--- src/rtl/pc_pkg.sv ---
// Shared definitions for the program-counter stage.
// Contents:
//   pc_state_t : fetch-request FSM states (BOOT, ISSUE, HOLD)
//   PC_STEP    : sequential PC increment in bytes
//   JUMP_HI    : number of upper PC bits preserved on a jump
package pc_pkg;

  typedef enum logic [1:0] {
    BOOT  = 2'd0,
    ISSUE = 2'd1,
    HOLD  = 2'd2
  } pc_state_t;

  localparam int unsigned PC_STEP = 32'd4;
  localparam int unsigned JUMP_HI = 32'd4;

endpackage

--- src/rtl/pc_unit_sl2.sv ---
// sl2: shift-left-by-two stage, turns a word offset into a byte offset.
// Ports:
//   a : n-bit word offset
//   y : a << 2 (upper two bits dropped)
module sl2 #(
  parameter int n = 32
) (
  input  logic [n-1:0] a,
  output logic [n-1:0] y
);

  assign y = {a[n-3:0], 2'b00};

endmodule

--- src/rtl/pc_unit.sv ---
// pc_unit: program-counter stage of the single-issue datapath.
// Holds the architectural PC, offers it to instruction fetch over a
// valid/ready handshake, and forms PC+4, branch and jump targets.
// A redirect that arrives while fetch is stalled is parked in pend_pc
// so that single-cycle jump/branch pulses are never lost.
// Optional feature: define REDIRECT_CNT_EN to enable the saturating
// redirect counter; otherwise redirect_cnt is tied to zero.
// Ports:
//   clk, rst_n    : clock, asynchronous active-low reset
//   pc_valid/pc   : fetch request and address (registered)
//   pc_ready      : fetch accepts pc this cycle
//   pcplus4       : pc + 4
//   branch,signimm: taken branch and its word-offset immediate
//   jump, jaddr   : jump and its 26-bit word index
//   pcbranch      : branch target pcplus4 + (signimm << 2)
//   redirect_cnt  : count of cycles with a redirect while pc_valid
module pc_unit
  import pc_pkg::*;
#(
  parameter int           n        = 32,
  parameter logic [n-1:0] RESET_PC = {n{1'b0}}
) (
  input  logic         clk,
  input  logic         rst_n,
  output logic         pc_valid,
  input  logic         pc_ready,
  output logic [n-1:0] pc,
  output logic [n-1:0] pcplus4,
  input  logic         branch,
  input  logic [n-1:0] signimm,
  input  logic         jump,
  input  logic [25:0]  jaddr,
  output logic [n-1:0] pcbranch,
  output logic [15:0]  redirect_cnt
);

  // Lowest PC bit kept from pcplus4 when forming a jump target.
  localparam int unsigned JUMP_LO = 32'd32 - JUMP_HI;

  pc_state_t    state_q, state_d;
  logic         pc_valid_q, pc_valid_d;
  logic [n-1:0] pc_q, pc_d;
  logic [n-1:0] pend_pc_q, pend_pc_d;

  logic [n-1:0] imm_sh_s;
  logic [n-1:0] jump_tgt_s;
  logic [n-1:0] redir_tgt_s;
  logic         redir_s;

  sl2 #(.n(n)) u_sl2 (
    .a (signimm),
    .y (imm_sh_s)
  );

  assign pcplus4    = pc_q + n'(PC_STEP);
  assign pcbranch   = pcplus4 + imm_sh_s;
  assign jump_tgt_s = {pcplus4[n-1:JUMP_LO], jaddr, 2'b00};
  assign redir_s    = jump | branch;

  assign pc       = pc_q;
  assign pc_valid = pc_valid_q;

  // Select the redirect target; jump outranks branch when both fire.
  always_comb begin
    redir_tgt_s = pcbranch;
    if (jump) begin
      redir_tgt_s = jump_tgt_s;
    end else begin
      redir_tgt_s = pcbranch;
    end
  end

  // Next-state logic for the fetch FSM, PC and parked redirect target.
  always_comb begin
    state_d    = state_q;
    pc_valid_d = pc_valid_q;
    pc_d       = pc_q;
    pend_pc_d  = pend_pc_q;
    case (state_q)
      BOOT: begin
        state_d    = ISSUE;
        pc_valid_d = 1'b1;
      end
      ISSUE: begin
        pc_valid_d = 1'b1;
        if (pc_ready) begin
          if (redir_s) begin
            pc_d = redir_tgt_s;
          end else begin
            pc_d = pcplus4;
          end
        end else if (redir_s) begin
          // Fetch is stalled: pc must stay put, so park the target.
          pend_pc_d = redir_tgt_s;
          state_d   = HOLD;
        end else begin
          state_d = ISSUE;
        end
      end
      HOLD: begin
        pc_valid_d = 1'b1;
        if (pc_ready) begin
          // A same-cycle redirect is newer than the parked one.
          if (redir_s) begin
            pc_d = redir_tgt_s;
          end else begin
            pc_d = pend_pc_q;
          end
          state_d = ISSUE;
        end else if (redir_s) begin
          pend_pc_d = redir_tgt_s;
        end else begin
          pend_pc_d = pend_pc_q;
        end
      end
      default: begin
        state_d    = BOOT;
        pc_valid_d = 1'b0;
        pc_d       = RESET_PC;
        pend_pc_d  = {n{1'b0}};
      end
    endcase
  end

  // FSM, PC and pending-target registers with asynchronous reset.
  always_ff @(posedge clk or negedge rst_n) begin
    if (!rst_n) begin
      state_q    <= BOOT;
      pc_valid_q <= 1'b0;
      pc_q       <= RESET_PC;
      pend_pc_q  <= {n{1'b0}};
    end else begin
      state_q    <= state_d;
      pc_valid_q <= pc_valid_d;
      pc_q       <= pc_d;
      pend_pc_q  <= pend_pc_d;
    end
  end

`ifdef REDIRECT_CNT_EN
  logic [15:0] redirect_cnt_q, redirect_cnt_d;

  // Saturating count of cycles carrying a redirect while a request is live.
  always_comb begin
    redirect_cnt_d = redirect_cnt_q;
    if (redir_s && pc_valid_q && (redirect_cnt_q != 16'hFFFF)) begin
      redirect_cnt_d = redirect_cnt_q + 16'd1;
    end else begin
      redirect_cnt_d = redirect_cnt_q;
    end
  end

  // Redirect counter register.
  always_ff @(posedge clk or negedge rst_n) begin
    if (!rst_n) begin
      redirect_cnt_q <= 16'd0;
    end else begin
      redirect_cnt_q <= redirect_cnt_d;
    end
  end

  assign redirect_cnt = redirect_cnt_q;
`else
  assign redirect_cnt = 16'd0;
`endif

endmodule

--- config.mk ---
export PLATFORM = sky130hd
export DESIGN_NAME = pc_unit
export DESIGN_NICKNAME = d
export VERILOG_FILES = /design/src/rtl/pc_pkg.sv /design/src/rtl/pc_unit_sl2.sv /design/src/rtl/pc_unit.sv
export SDC_FILE = /design/constraint.sdc
export NUM_CORES = 1
export LEC_CHECK = 0
export ABC_CLOCK_PERIOD_IN_PS = 9500
export CELL_PAD_IN_SITES_DETAIL_PLACEMENT = 1
export CELL_PAD_IN_SITES_GLOBAL_PLACEMENT = 1
export CORE_ASPECT_RATIO = 0.6
export CORE_UTILIZATION = 38
export DETAILED_ROUTE_END_ITERATION = 10
export GPL_TIMING_DRIVEN = 0
export PLACE_DENSITY_LB_ADDON = 0.2
export SYNTH_ARGS = -nofsm -noshare
export SYNTH_HDL_FRONTEND = slang
export SYNTH_SLANG_ARGS = --single-unit
--- constraint.sdc ---
create_clock -name clk -period 9.5 [get_ports clk]
set_input_delay 1.9 -clock clk [delete_from_list [all_inputs] [get_ports clk]]
set_output_delay 1.9 -clock clk [all_outputs]
set_load 0.03 [all_outputs]
Word-level counts from Yosys, hierarchy flattened
Cells that the tools add are included.
- add/subtract/negate cells: 2
- reduce and logical (&&, ||, !) cells: 6
- bitwise operators: 2
- eq/ne operators: 6
- mux-type cells: 13
- operators with widths (operator ; count):
    2-to-1 mux 32 bit ; 6
    case mux 32 bit (3 select lines) ; 1
    case mux 32 bit (2 select lines) ; 1
    adder 32 x 3 -> 32 bit, second input constant ; 1
    adder 32 bit ; 1
    != test 2 bit, second input constant ; 4
    2-to-1 mux 2 bit ; 3
    case mux 2 bit (3 select lines) ; 1
    AND reduction 2 bit ; 2
    AND reduction 3 bit ; 1
    OR reduction 3 bit ; 1
    == test 2 x 1 -> 1 bit, second input constant ; 1
    == test 2 bit, second input constant ; 1
    zero test 2 bit ; 1
    OR reduction 2 bit ; 1
    2-to-1 mux 1 bit ; 1
    NOT 1 bit ; 1
    bitwise OR 1 bit ; 1
- logic and storage cells: 33
- input bits: 63
- output and inout bits: 113
- register bits: 67

Longest topological paths before layout
Gate-level depths: netlist of run 1.
- word-level depth: 6
- depth in mapped cells: 17
- gate-level depth less buffers: 16

Cells and area by module
Synthesis of run 1 repeated with hierarchy kept, for this count alone.
- cells, all modules: 823
- area, all modules: 6491.2 um^2
- by module, submodules not included (module ; cells each ; times used ; seq. area each (um^2) ; area an instance (um^2)):
    pc_unit ; 790 ; 1 ; 1676.6 ; 6247.2
    sl2 ; 33 ; 1 ; 0.0 ; 244.0

Worst setup path before layout of run 1
No wires, ideal clock.
- kind: register to output
- start: register pc_q[5], in the netlist pc[5]
- end: output port pcbranch[31]
- slack: 2.959 ns
- arrival time: 4.641 ns
- stages on the path, launching flop included: 15
- required time: 7.600 ns
- buffers on the path: 1
- path through: dfrtp_1 -> nand4_1 -> nor2_1 -> and3_1 -> clkbuf_1 -> nand3_1 -> xnor2_1 -> ha_1 -> nand2_2 -> or4_4 -> a2111oi_4 -> nor3_1 -> o211a_1 -> o2111a_1 -> nor4b_2
- longest elaborated chain between the ends: 2
- ends and longest elaborated chain (item ; line ; text):
    start, declared ; pc_unit.sv:42 ; logic [n-1:0] pc_q, pc_d;
    start signal, assigned ; pc_unit.sv:135 ; pc_q <= pc_d;
    adder 32 x 3 -> 32 bit ; pc_unit.sv:55 ; assign pcplus4 = pc_q + n'(PC_STEP);
    via pcplus4[18] ; pc_unit.sv:28 ; output logic [n-1:0] pcplus4,
    adder 32 bit ; pc_unit.sv:56 ; assign pcbranch = pcplus4 + imm_sh_s;
    end, declared ; pc_unit.sv:33 ; output logic [n-1:0] pcbranch,
The timed path passes the listed nets, and every way through them passes these cells.

Worst setup path after layout of run 1
- start: register pc_q[5], in the netlist pc[5]
- end: output port pcbranch[31]
- longest elaborated chain between the ends: 2
- ends and longest elaborated chain (item ; line):
    adder 32 x 3 -> 32 bit ; pc_unit.sv:55
    adder 32 bit ; pc_unit.sv:56
No other way between the ends.

==> results.yml, run 1 <==
outcome:
  status: "finished, final reports clean"
sta:
  clock.fmax_ghz: 0.123
  fin_tns_setup_ns: 0
  rsz0062_at_grt: "no"
  worstMarginPinSlew_ns: 0.889
  post-route-period-util: 0.858
  finalMaxSlewViolations: 0
  hold_viol_final: 0
  max_slew_margin: 0.407
  skew_ns: 0.0105
  hold_ws_ns: 0.496
  finalWorstSetupSlack_ns: 1.35
  period_minus_slack_ns: 8.15
  setup_viol: 0
cts:
  post_cts_buffers: 0
  clk_latency_ns: 0.34
  cts_made_buffers: 9
  tritoncts: "built"
  cts_sinks: 67
  post_cts_resize_count: 0
  cts_max_level: 3
  clockRootBuffer: "clkbuf_16"
  ctsHoldBuffers: 0
  path_clk_slew_ns: 0.06
  clk_path_buf_depth: 2
setup_path:
  cp.required_ns: 7.60
  path_class: "flop to primary output"
  rr_endpoint: "pend_pc_q[31]$_DFFE_PN0P_"
  worst-r2r-cell-count: 16
  end_kind: "primary output"
  r2r_slack_ns: 3.88
  crit-reg2reg-launch: "pc[5]$_DFFE_PN0P_"
  arrival_ns: 6.25
  worstPathMaxFanout: 7
  critPathLaunchType: "flop"
layout:
  drive_gt1_frac: 0.0694
  area_growth_pct: 35.6
  finish.utilization: 0.537
  instances_no_fill: 1169
  most-common-layout-cells: "clkdlybuf4s50_1 (155), nand2_1 (94), o21ai_0 (80), nor2_1 (70), dfrtp_1 (67)"
  nets: 1065
  final_common_cell: "clkdlybuf4s50_1"
  final_area_um2: 8400
  n_antenna_cell: 0
synthesis:
  synthArstFlopShare: 1.00
  synth-seq-area-share: 0.271
  ys_ff_latch: 67
  syn_area_per_cell_um2: 7.96
  synthCells: 778
  ys_warn_count: 0
  synth_top_family_by_area: "compound AO/OA/AOI/OAI gates"
  synth_edf_count: 0
  synth_ff_type: "dfrtp_1"
  synth-simple-area-share: 0.194
  synth-xor-area-share: 0.0762
  synth_compound_area_frac: 0.287
  synthMuxAreaShare: 0.00687
  synth.distinct_cells: 75
  synth_fa_ha_area_frac: 0.0841
  netlist_area_um2: 6190
detailed_routing:
  drc: 0
  viasPerCell: 6.08
  drtIter0Drc: 578
  dr_total_vias: 7108
  ant_nets: 0
  wl_per_cell_um: 23.3
  routed_wl_um: 27300
  first_pass_iters: 5
pwr:
  power.density_nw_per_um2: 315
  p_leak_nw: 3.66
  irDropWorstVdd_mv: 0.172
  p_int_mw: 1.25
  comb_power_share: 0.679
  finalPower_mw: 2.65
  swShare: 0.526
  pwr-share-seq: 0.186
  clkPwrFrac: 0.135
  p_sw_mw: 1.39
placed_design:
  pre_cts_slack_ns: 1.93
  dp_cells: 1153
  placed_area_um2: 8090
  place_congestion: 0.952
  io_buffers: 156
  hpwlAfterDp_um: 20900
floorplan:
  ioPinCount: 176
  die_w_um: 167
  num_rows: 35
  start_util: 0.396
  die-area_um2: 16800
  core_um2: 15600
  die_h_um: 101
global_routing:
  grt_max_degree: 68
  grt_antenna_before_repair: 0
  grt_pass1_wl_um: 41400
  grt.total_usage: 0.327
  gr-total-overflow: 0
  grt_pass1_vias: 7119
worst_hold_path:
  hp-class: "flop to flop"
  worstHoldStart: "pend_pc_q[6]$_DFFE_PN0P_"
  hold_end: "pend_pc_q[6]$_DFFE_PN0P_"
  whs_path_depth: 2
flow_run:
  cap_violations: 0
[state kept, by name, summed over array words and instances (netlist names)]
signal     cells
pend_pc_q     32
pc            32
pc_valid       1
state_q        2
[worst max path at each step]
stage                           start      endpoint  slack (ns)  depth (start not counted)
floorplan           pc[5]$_DFFE_PN0P_  pcbranch[31]        2.96                         14
global placement          signimm[11]  pcbranch[31]        1.90                         10
detailed placement        signimm[11]  pcbranch[31]        1.93                         10
CTS                 pc[5]$_DFFE_PN0P_  pcbranch[31]        1.69                         15
global route        pc[5]$_DFFE_PN0P_  pcbranch[31]        1.26                         15
finish              pc[5]$_DFFE_PN0P_  pcbranch[31]        1.35                         15
[power groups by stage]
stage / clock network (mW) / registers, mW / logic (mW)
finish: 0.357 / 0.493 / 1.80
global route: 0.369 / 0.501 / 1.91
CTS: 0.356 / 0.487 / 1.77
detailed placement: 0 / 0.489 / 1.75
global placement: 0 / 0.480 / 1.71
floorplan: 0 / 0.519 / 1.04
[routing by layer]
metal | vias up | part of all wire | GRT usage
met2 | 375 | 0.42 | 0.478
met5 | - | 0 | 0
li1 | 3163 | - | -
met4 | 0 | 0.025 | 0.110
met3 | 57 | 0.097 | 0.0962
met1 | 3513 | 0.46 | 0.458
[cells in the mapped netlist, drive strengths merged, types with 13 or more instances]
master   n  area share
nor2    70       0.042
buf     24       0.030
xnor2   34       0.049
nand4   13       0.013
xor2    19       0.027
o21ai   95       0.077
clkbuf  40       0.037
o221ai  19       0.027
nand3   14       0.011
ha      40       0.081
a21oi   65       0.053
nand2   98       0.063
inv     22       0.013
a21o    20       0.024
dfrtp   67        0.27
and2    13       0.013
[worst max-delay path, cell delays in order (launching register included)]
cell,delay (ns)
dfrtp_1,0.50
nand4_1,0.32
nor2_1,0.48
and3_1,0.22
clkbuf_1,0.47
nand2_1,0.14
xnor2_1,0.37
ha_1,0.34
a21o_1,0.18
o21bai_1,0.29
a211o_1,0.29
nor3_1,0.65
o211a_1,0.30
nor4_1,0.08
nor4b_2,0.50
clkdlybuf4s50_1,0.77
[cell families (layout without fill, tap and decap cells)]
kind of cell / count (synthesis) / count (layout)
AOI/OAI and AO/OA: 275 / 275
xor gates and xnor gates: 53 / 53
adders and majority gates: 41 / 41
buffers and inverters: 86 / 259
DFF: 67 / 67
muxes: 4 / 4
other: 1 / 16
and+or+nand+nor: 251 / 251
[cell type report]
| class | count | area [um^2] |
|---|---|---|
| multi-input combinational | 640 | 4080 |
| buffer | 64 | 414 |
| clock inverter | 1 | 30.0 |
| clock buffer | 15 | 278 |
| sequential | 67 | 1680 |
| timing repair buffer | 157 | 1590 |
| fill | 1904 | 7240 |
| inverter | 22 | 82.6 |
| tap | 203 | 254 |
No activity file was read; power rests on OpenSTA's default activity.
==> inputs of run 2 (changes only) <==
CTS_CLUSTER_DIAMETER = 50   (was default)
GPL_ROUTABILITY_DRIVEN = 0   (was default)
==> results of run 2 <==
Same layout as run 1: the final DEF is identical, and so are final timing and power.
==> inputs of run 3 (changes only) <==
GPL_TIMING_DRIVEN = default   (was 0)
==> results.yml, run 3 (synthesized netlist as in run 1, its figures left out) <==
layout:
  drive_gt1_frac: 0.0475
  final_area_um2: 8000
  most-common-layout-cells: "clkdlybuf4s50_1 (156), nand2_1 (94), o21ai_0 (80), nor2_1 (69), dfrtp_1 (67)"
  area_growth_pct: 29.1
  nets: 1006
  final_common_cell: "clkdlybuf4s50_1"
  n_antenna_cell: 0
  fillers: 1886
setup_path:
  cp.required_ns: 7.60
  path_class: "primary input to primary output"
  end_kind: "primary output"
  arrival_ns: 5.67
  r2r_slack_ns: 4.41
  critPathLaunchType: "primary input"
  worstPathMaxFanout: 8
cts:
  path_clk_slew_ns: 0.06
  tritoncts: "built"
  clk_path_buf_depth: 2
  ctsHoldBuffers: 0
  cts_max_level: 3
  clk_latency_ns: 0.34
  cts_made_buffers: 9
  clockRootBuffer: "clkbuf_16"
  post_cts_resize_count: 0
  cts_sinks: 67
  post_cts_buffers: 0
global_routing:
  top_usage_layer: "met2"
  grt_use_met1: 0.401
  grt_antenna_before_repair: 0
  use_met3: 0.0620
  gr-total-overflow: 0
  grt_max_degree: 68
  grt.total_usage: 0.302
  global_route.usage.met2: 0.491
  grt_pass1_wl_um: 39000
  grt_pass1_vias: 6993
sta:
  rsz0062_at_grt: "no"
  clock.fmax_ghz: 0.132
  finalWorstSetupSlack_ns: 1.93
  max_slew_margin: 0.275
  worstMarginPinSlew_ns: 1.09
  setup_viol: 0
  hold_viol_final: 0
  skew_ns: 0.0119
  fin_tns_setup_ns: 0
  finalMaxSlewViolations: 0
  post-route-period-util: 0.797
  period_minus_slack_ns: 7.57
pwr:
  pwr-share-seq: 0.194
  p_leak_nw: 3.44
  swShare: 0.525
  finalPower_mw: 2.52
  irDropWorstVdd_mv: 0.161
  power.density_nw_per_um2: 315
  clkPwrFrac: 0.134
  comb_power_share: 0.672
  p_sw_mw: 1.32
  p_int_mw: 1.19
placed_design:
  placed_area_um2: 7710
  hpwlAfterDp_um: 18400
  io_buffers: 157
  pre_cts_slack_ns: 1.94
worst_hold_path:
  hp-class: "flop to flop"
detailed_routing:
  viasPerCell: 6.10
  routed_wl_um: 25200
  ant_nets: 0
  drc: 0
  drtIter0Drc: 504
  dr_total_vias: 6760
  first_pass_iters: 5
  wl_per_cell_um: 22.8
floorplan:
  num_rows: 35
  start_util: 0.396
  die-area_um2: 16800
  core_um2: 15600
  die_h_um: 101
  die_w_um: 167
  ioPinCount: 176
outcome:
  status: "finished, final reports clean"
flow_run:
  cap_violations: 0
run 3: power by group through the flow:
stage	clock, mW	combinational (mW)	sequential (mW)
final	0.336	1.69	0.489
after global routing	0.347	1.81	0.500
after CTS	0.335	1.68	0.486
after detailed placement	0	1.67	0.488
after global placement	0	1.61	0.478
after floorplan	0	1.04	0.519
run 3: worst max-delay path, cell delays in order:
cell             delay, ns
clkdlybuf4s50_1       0.42
ha_1                  0.54
nand2_8               0.07
or4_4                 0.53
a2111oi_4             0.26
nor3_1                0.18
o211a_1               0.29
o2111a_1              0.26
nor4b_2               0.45
clkdlybuf4s50_1       0.76
run 3: metal layers:
metal,vias up,routed length [um]
li1,3025,-
met1,3379,11300
met2,297,11400
met3,59,1930
met4,0,657
met5,-,0
run 3: worst paths after layout:
kind / start / endpoint / depth (start not counted)
max in group asynchronous: rst_n / pc[11]$_DFFE_PN0P_ / 2
min reg2reg: pend_pc_q[8]$_DFFE_PN0P_ / pend_pc_q[8]$_DFFE_PN0P_ / 2
max reg2reg: pc[5]$_DFFE_PN0P_ / pend_pc_q[31]$_DFFE_PN0P_ / 15
max: signimm[9] / pcbranch[31] / 10
min: pend_pc_q[8]$_DFFE_PN0P_ / pend_pc_q[8]$_DFFE_PN0P_ / 2
min in group asynchronous: rst_n / pc[27]$_DFFE_PN0P_ / 2
run 3: area by class of cell:
class	instances	area, um^2	share of cell area
repair buffers	162	1600	0.201
well taps	203	254	0.0318
flip-flops and latches	67	1680	0.210
clock inverters	3	40.0	0.00501
multi-input cells	640	4100	0.512
clock buffers	11	243	0.0304
inverters	22	82.6	0.0103
run 3: per-stage QoR:
stage	hold WS, ns	util	instances
6_report	0.503	0.511	1108
5_1_grt	0.520	0.511	1108
4_1_cts	0.497	0.511	1108
3_5_place_dp	0.483	0.493	1094
3_3_place_gp	0.461	0.493	1094
2_1_floorplan	0.450	-	793
